`config.mk`:
```
export PLATFORM = sky130hd
export DESIGN_NAME = alu_op_sequencer
export DESIGN_NICKNAME = d
export VERILOG_FILES = /design/src/rtl/cpu_pkg.sv /design/src/rtl/alu_op_sequencer.sv
export SDC_FILE = /design/constraint.sdc
export NUM_CORES = 1
export LEC_CHECK = 0
export CAP_MARGIN = 20
export CORE_ASPECT_RATIO = 2
export CORE_MARGIN = 4
export CORE_UTILIZATION = 40
export CTS_BUF_LIST = sky130_fd_sc_hd__clkbuf_4 sky130_fd_sc_hd__clkbuf_8 sky130_fd_sc_hd__clkbuf_16
export CTS_CLUSTER_SIZE = 25
export DETAILED_ROUTE_END_ITERATION = 12
export GPL_ROUTABILITY_DRIVEN = 1
export GPL_TIMING_DRIVEN = 0
export MAX_ROUTING_LAYER = met4
export PLACE_DENSITY = 0.76
export SLEW_MARGIN = 0
export SYNTH_ARGS = -nofsm -noshare
export SYNTH_HDL_FRONTEND = slang
export SYNTH_SLANG_ARGS = --single-unit
```
`constraint.sdc`:
```
create_clock -name clock -period 1.5 [get_ports clock]
set_clock_uncertainty 0.05 [all_clocks]
set_input_delay 0.3 -clock clock [delete_from_list [all_inputs] [get_ports clock]]
set_output_delay 0.3 -clock clock [all_outputs]
set_load 0.03 [all_outputs]
```
`src/rtl/cpu_pkg.sv`:
```
// Shared 8051 core definitions: sequencer state encoding, ALU opcodes and
// the fixed SFR address of the B register.
package cpu_pkg;

  typedef enum logic [2:0] {
    ST_IDLE = 3'd0,
    ST_RD1  = 3'd1,
    ST_RD2  = 3'd2,
    ST_EXEC = 3'd3,
    ST_WB1  = 3'd4,
    ST_WB2  = 3'd5
  } seq_state_t;

  localparam logic [4:0] ALU_ADD  = 5'd0;
  localparam logic [4:0] ALU_SUB  = 5'd1;
  localparam logic [4:0] ALU_ANL  = 5'd2;
  localparam logic [4:0] ALU_ORL  = 5'd3;
  localparam logic [4:0] ALU_XRL  = 5'd4;
  localparam logic [4:0] ALU_MUL  = 5'd5;
  localparam logic [4:0] ALU_DIV  = 5'd6;
  localparam logic [4:0] ALU_CJNE = 5'd7;

  localparam logic [7:0] B_ADDR_DEFAULT = 8'hF0;

endpackage

```
`src/rtl/alu_op_sequencer.sv`:
```
// Runs one ALU operation against internal RAM: read up to two operands,
// execute, write one or two results back and pulse the PSW flag load.
//
// Handshake: an operation is accepted on a rising edge where
// req_valid & req_ready; req_ready is high only in IDLE, and all req_*
// fields are sampled on that edge and ignored at every other time.
module alu_op_sequencer
  import cpu_pkg::*;
#(
  parameter logic [7:0] B_ADDR = B_ADDR_DEFAULT
) (
  input  logic       clock,
  input  logic       reset,
  input  logic       req_valid,
  output logic       req_ready,
  input  logic [4:0] req_alu_op,
  input  logic [7:0] req_src1_addr,
  input  logic [7:0] req_src2_addr,
  input  logic       req_src2_imm,
  input  logic [7:0] req_imm,
  input  logic [7:0] req_dst_addr,
  input  logic       req_no_wb,
  input  logic       req_wb2,
  output logic [7:0] ram_addr,
  output logic       ram_rd,
  output logic       ram_wr,
  output logic [7:0] ram_wdata,
  input  logic [7:0] ram_rdata,
  output logic [4:0] alu_opcode,
  output logic [7:0] alu_op1,
  output logic [7:0] alu_op2,
  input  logic [7:0] alu_res1,
  input  logic [7:0] alu_res2,
  input  logic       alu_cy,
  input  logic       alu_ac,
  input  logic       alu_ov,
  output logic       psw_set,
  output logic       cy_out,
  output logic       ac_out,
  output logic       ov_out,
  output logic       done,
  output seq_state_t dbg_state
);

  seq_state_t state, state_next;

  logic [4:0] op_r;
  logic [7:0] src1_r, src2_r, imm_r, dst_r;
  logic       imm_sel_r, no_wb_r, wb2_r;
  logic [7:0] op1_r;
  logic [7:0] res1_r, res2_r;
  logic [4:0] opcode_h;
  logic [7:0] op1_h, op2_h;
  logic [7:0] op2_cap;

  assign op2_cap   = imm_sel_r ? imm_r : ram_rdata;
  assign dbg_state = state;

  always_ff @(posedge clock) begin
    if (reset) begin
      state     <= ST_IDLE;
      op_r      <= '0;
      src1_r    <= '0;
      src2_r    <= '0;
      imm_r     <= '0;
      dst_r     <= '0;
      imm_sel_r <= 1'b0;
      no_wb_r   <= 1'b0;
      wb2_r     <= 1'b0;
      op1_r     <= '0;
      res1_r    <= '0;
      res2_r    <= '0;
      cy_out    <= 1'b0;
      ac_out    <= 1'b0;
      ov_out    <= 1'b0;
      opcode_h  <= '0;
      op1_h     <= '0;
      op2_h     <= '0;
    end else begin
      state <= state_next;
      if (state == ST_IDLE && req_valid) begin
        op_r      <= req_alu_op;
        src1_r    <= req_src1_addr;
        src2_r    <= req_src2_addr;
        imm_sel_r <= req_src2_imm;
        imm_r     <= req_imm;
        dst_r     <= req_dst_addr;
        no_wb_r   <= req_no_wb;
        wb2_r     <= req_wb2;
      end
      if (state == ST_RD2) begin
        op1_r <= ram_rdata;
      end
      // The hold copies keep the ALU inputs stable after EXEC until the next op.
      if (state == ST_EXEC) begin
        res1_r   <= alu_res1;
        res2_r   <= alu_res2;
        cy_out   <= alu_cy;
        ac_out   <= alu_ac;
        ov_out   <= alu_ov;
        opcode_h <= op_r;
        op1_h    <= op1_r;
        op2_h    <= op2_cap;
      end
    end
  end

  always_comb begin
    state_next = state;
    req_ready  = 1'b0;
    ram_rd     = 1'b0;
    ram_wr     = 1'b0;
    ram_addr   = '0;
    ram_wdata  = '0;
    psw_set    = 1'b0;
    done       = 1'b0;
    alu_opcode = opcode_h;
    alu_op1    = op1_h;
    alu_op2    = op2_h;
    case (state)
      ST_IDLE: begin
        req_ready = 1'b1;
        if (req_valid) state_next = ST_RD1;
      end
      ST_RD1: begin
        ram_rd     = 1'b1;
        ram_addr   = src1_r;
        state_next = ST_RD2;
      end
      ST_RD2: begin
        if (!imm_sel_r) begin
          ram_rd   = 1'b1;
          ram_addr = src2_r;
        end
        state_next = ST_EXEC;
      end
      ST_EXEC: begin
        alu_opcode = op_r;
        alu_op1    = op1_r;
        alu_op2    = op2_cap;
        state_next = ST_WB1;
      end
      ST_WB1: begin
        psw_set = 1'b1;
        if (!no_wb_r) begin
          ram_wr    = 1'b1;
          ram_addr  = dst_r;
          ram_wdata = res1_r;
        end
        if (wb2_r) begin
          state_next = ST_WB2;
        end else begin
          done       = 1'b1;
          state_next = ST_IDLE;
        end
      end
      ST_WB2: begin
        ram_wr     = 1'b1;
        ram_addr   = B_ADDR;
        ram_wdata  = res2_r;
        done       = 1'b1;
        state_next = ST_IDLE;
      end
      default: state_next = ST_IDLE;
    endcase
  end

endmodule

```
Word level (Yosys, flattened, before mapping)
Index checks and enable logic that the tools add are counted.
{"block": "classes", "reduce_logical": 2, "n_eq_ne": 6, "muxes": 20}
{"operator": "two-way mux 8 bit", "count": 6}
{"operator": "one-hot mux 8 bit (4 select lines)", "count": 1}
{"operator": "one-hot mux 8 bit (2 select lines)", "count": 1}
{"operator": "one-hot mux 3 bit (5 select lines)", "count": 1}
{"operator": "== test 3 x 2 -> 1 bit (second input constant)", "count": 2}
{"operator": "== test 3 bit (second input constant)", "count": 2}
{"operator": "two-way mux 3 bit", "count": 2}
{"operator": "one-hot mux 1 bit (2 select lines)", "count": 3}
{"operator": "two-way mux 1 bit", "count": 5}
{"operator": "two-way mux 5 bit", "count": 1}
{"operator": "== test 3 x 1 -> 1 bit (second input constant)", "count": 1}
{"operator": "logical NOT 3 bit", "count": 1}
{"operator": "inequality test 2 bit (second input constant)", "count": 1}
{"operator": "logical AND 1 bit", "count": 1}
{"block": "word_totals", "register_bits": 91, "elab_cells": 46, "in_bits": 70}

Logic depth before layout (Yosys ltp)
Gate-level depths: netlist of the first run.
{"block": "depth", "ltp_word": 2, "depth_mapped": 6, "mapped_depth_nobuf": 3}

Worst setup path before layout of the first run
OpenSTA, ideal clock, no wires.
{"block": "synth_timing", "path_type": "register to output", "start": "register state[2] (netlist: dbg_state[2])", "end": "output ram_addr[4]", "t_arrival_ns": 1.876, "path_stages_with_launch": 6, "path_slack_ns": -0.726, "path_cell_list": "dfxtp_1 -> buf_2 -> buf_1 -> o21a_1 -> a21oi_1 -> o21ai_0"}
{"block": "synth_via", "elab_chain_len": 2}
{"element": "from (decl)", "line": "alu_op_sequencer.sv:45", "text": "seq_state_t state, state_next;"}
{"element": "from (signal assigned)", "line": "alu_op_sequencer.sv:80", "text": "state <= state_next;"}
{"element": "== test 3 bit (tied with other cells)", "line": "alu_op_sequencer.sv:120", "text": "case (state)"}
{"element": "one-hot mux 8 bit (4 select lines) *", "line": "alu_op_sequencer.sv:120"}
{"element": "to (decl)", "line": "alu_op_sequencer.sv:24", "text": "output logic [7:0] ram_addr,"}
Mark *: on every way between the ends. The rest lies on a longest branch, timed or not.

Worst setup path after layout of the first run
{"block": "layout_timing", "start": "register state[2] (netlist: dbg_state[2])", "end": "output alu_op1[1]"}
{"block": "layout_via", "elab_chain_len": 2}
{"element": "== test 3 x 2 -> 1 bit", "line": "alu_op_sequencer.sv:120"}
{"element": "two-way mux 8 bit", "line": "alu_op_sequencer.sv:120"}
{"element": "to (decl)", "line": "alu_op_sequencer.sv:30", "text": "output logic [7:0] alu_op1,"}
No other way between the ends.

==> metrics.cfg, run 1 <==
[power]
clkPwrFrac_pct=33.2
p_seq_share_pct=41.8
p_comb_share_pct=24.9
leakage_nw=2.84
power_mw=6.40
peakVddDrop_uv=814
switching_share_pct=28.8
internal-power_mw=4.56
power_switching_mw=1.84
power.density_nw_per_um2=949

[cts]
clkSinkCount=91
numCtsBuffers=9
clkTransAtPathRegs_ns=0.06
clock_path_buffers=2
clk_latency_ns=0.34
holdBufCountCts=0
ctsHtreeMaxLevel=3
root_buffer=clkbuf_16
cts_tree=yes

[grt]
antenna_found_initial=0
track_usage_pct=22.4
grt_max_degree=15
first_global_vias=3721
grt-ovfl-total=0
grt_pass1_wl_um=18600

[timing]
worst_pin_slew_ns=0.880
slew_viol_final=0
slew_headroom_pct=41.3
fin_crit_ns=2.09
fin_ws_ns=-0.589
hold_viol=0
timing.final.crit_share_pct=139
clock.fmax_ghz=0.479
setup_viol=115
rsz0062_at_grt=true
whs_ns=0.376

[synth]
synth_flop_cell=dfxtp_1
syn_area_per_cell_sq_um=8.35
synth_edf_count=0
yosysSeqAreaShare_pct=48.8
synthDistinctLibCells=30
yosysWarningCount=0
synth_cells=447
ys_seq_elements=91
syn-cell-area_sq_um=3730
synthArstFlopShare_pct=0
synth.area.top_cells=dfxtp_1 49%, nand2_1 16%, a21oi_1 9.7%, mux2_2 5.7%, nor2b_1 2.3%
synth.net_count=517
yosysMostFrequentCell=nand2_1
netlist.area_leader.share_pct=48.8
synth_area_leader_cell=dfxtp_1
synth_common_cells=155 x nand2_1, 91 x dfxtp_1, 72 x a21oi_1

[floorplanning]
dieHeight_um=145
die_x_um=76.3
io_pins=118
die_area_sq_um=11000
row_count=49
core-area_sq_um=9070
initial_core_util_pct=41.1

[setup_path]
crit_path_cell_trace=buf_8 -> nand3b_4 -> buf_12 -> mux2_4 -> buf_6
end_kind=output pin
critPathMaxStageDelay_ns=0.36
required_ns=1.15
cp.depth=5
cp.arrival_ns=1.74
critPathTopFamily=buffers and inverters
cp_max_fo=6
ff2ff_path_depth=6
path_buf_inv=3
path_class=reg -> out
slowest_stage=dfxtp_4
worst_setup_path_start_kind=register

[worst_hold_path]
hold_path_class=in -> reg
hold_depth=2

[placed_design]
dp_hpwl_um=8480
gp_congestion=0.841
io_buffer_count=116
place_area_sq_um=5230

[route]
wire_per_inst_um=19.7
dr_total_vias=3855
firstDrtPassIters=5
drt_iter0_drc=178
drc_errors=0
drt_wl_total_um=14100
ant_nets=0
avgViaCountPerCell=5.40

[cells_and_area]
drive_gt1_share_pct=47.2
final_cell_area_sq_um=6740
area_growth_pct=80.7
fin_nets=677
nFillCells=604
n_antenna_cell=0

[status]
status=finished with violations
violations=negative setup slack

[run]
drv_cap=0

-- kinds of logic after synthesis --
kind of cell / after synthesis / synth area share [%]
compound gates: 94 / 14.1
mux: 29 / 8.48
simple gates: 195 / 22.9
flops: 91 / 48.8
xor+xnor: 1 / 0.235
buf+inv: 37 / 5.47
-- through the flow --
step	utilization [%]	setup slack (ns)	cells	setup TNS [ns]
after floorplan	-	-0.105	447	-5.28
after global placement	57.7	-0.872	665	-42.29
after detailed placement	57.7	-0.901	665	-43.46
after CTS	65.3	-0.528	701	-27.37
after global routing	74.3	-0.623	714	-40.23
final	74.3	-0.589	714	-35.46
-- path summary, 6_finish.rpt --
path / to / from / slack, ns
setup / recovery: alu_op1[1] / dbg_state[2] / -0.59
hold / removal: op1_h[7] / reset / 0.38
setup reg to reg: wb2_r / dbg_state[0] / -0.33
hold reg to reg: ov_out / ov_out / 0.42
-- cells in the final DEF, fill, tap and decap left out, types with 10 or more instances in the layout --
cell type and count:
dfxtp_1 88, nand2_1 84, clkdlybuf4s50_1 68, buf_6 60, a21oi_2 42, nand2_4 41, a21oi_1 30, nand2_2 30
buf_4 18, clkbuf_16 12, mux2_4 12, buf_8 10
-- state kept, by name, summed over array words and instances (netlist names), 5 cells and up --
register	count
dst_r	8
imm_r	8
op1_h	8
op1_r	8
op2_h	8
op_r	5
opcode_h	5
res1_r	8
res2_r	8
src1_r	8
src2_r	8
-- power groups by stage --
stage	clock network (mW)	registers [mW]	logic, mW
after floorplan	0	2.67	0.614
after global placement	0	2.66	1.03
after detailed placement	0	2.67	1.05
after CTS	2.11	2.62	1.24
after global routing	2.22	2.68	1.68
final	2.13	2.68	1.60
-- what timing repair did --
action | CTS | global route
cloned | 9 | 2
setup endpoints to repair | 108 | 121
gates resized for setup | 353 | 184
setup buffers | 14 | 11
pin swaps | 6 | 19
-- final cells by class --
cell class	count	area [sq um]	share of cell area (%)
Sequential cell	91	1830	27.2
Timing Repair Buffer	151	1630	24.2
Buffer	33	350	5.20
Inverter	1	3.75	0.0557
Clock buffer	11	253	3.75
Multi-Input combinational cell	320	2510	37.3
Clock inverter	5	26.3	0.390
Tap cell	102	128	1.89
-- routing by layer --
layer / part of all wire (%) / GRT usage (%) / vias up
met3: 4.2 / 4.61 / 47
met4: 4.6 / 10.3 / 0
met2: 57 / 42.3 / 134
met1: 35 / 21.6 / 1872
met5: 0 / - / -
li1: - / - / 1802
(Power assumes the default switching activity.)
==> inputs of run 2 (changes only) <==
--- a/config.mk
+++ b/config.mk
@@ -16,6 +16,7 @@
 export GPL_TIMING_DRIVEN = 0
 export MAX_ROUTING_LAYER = met4
 export PLACE_DENSITY = 0.76
+export RECOVER_POWER = 50
 export SLEW_MARGIN = 0
 export SYNTH_ARGS = -nofsm -noshare
 export SYNTH_HDL_FRONTEND = slang
==> results of run 2 <==
The final DEF is identical to that of run 1; final timing and power are the same.
==> inputs of run 3 (changes only) <==
--- a/config.mk
+++ b/config.mk
@@ -10,7 +10,7 @@
 export CORE_MARGIN = 4
 export CORE_UTILIZATION = 40
 export CTS_BUF_LIST = sky130_fd_sc_hd__clkbuf_4 sky130_fd_sc_hd__clkbuf_8 sky130_fd_sc_hd__clkbuf_16
-export CTS_CLUSTER_SIZE = 25
+export CTS_CLUSTER_SIZE = 10
 export DETAILED_ROUTE_END_ITERATION = 12
 export GPL_ROUTABILITY_DRIVEN = 1
 export GPL_TIMING_DRIVEN = 0
==> results of run 3 <==
The final DEF is identical to that of run 1; final timing and power are the same.
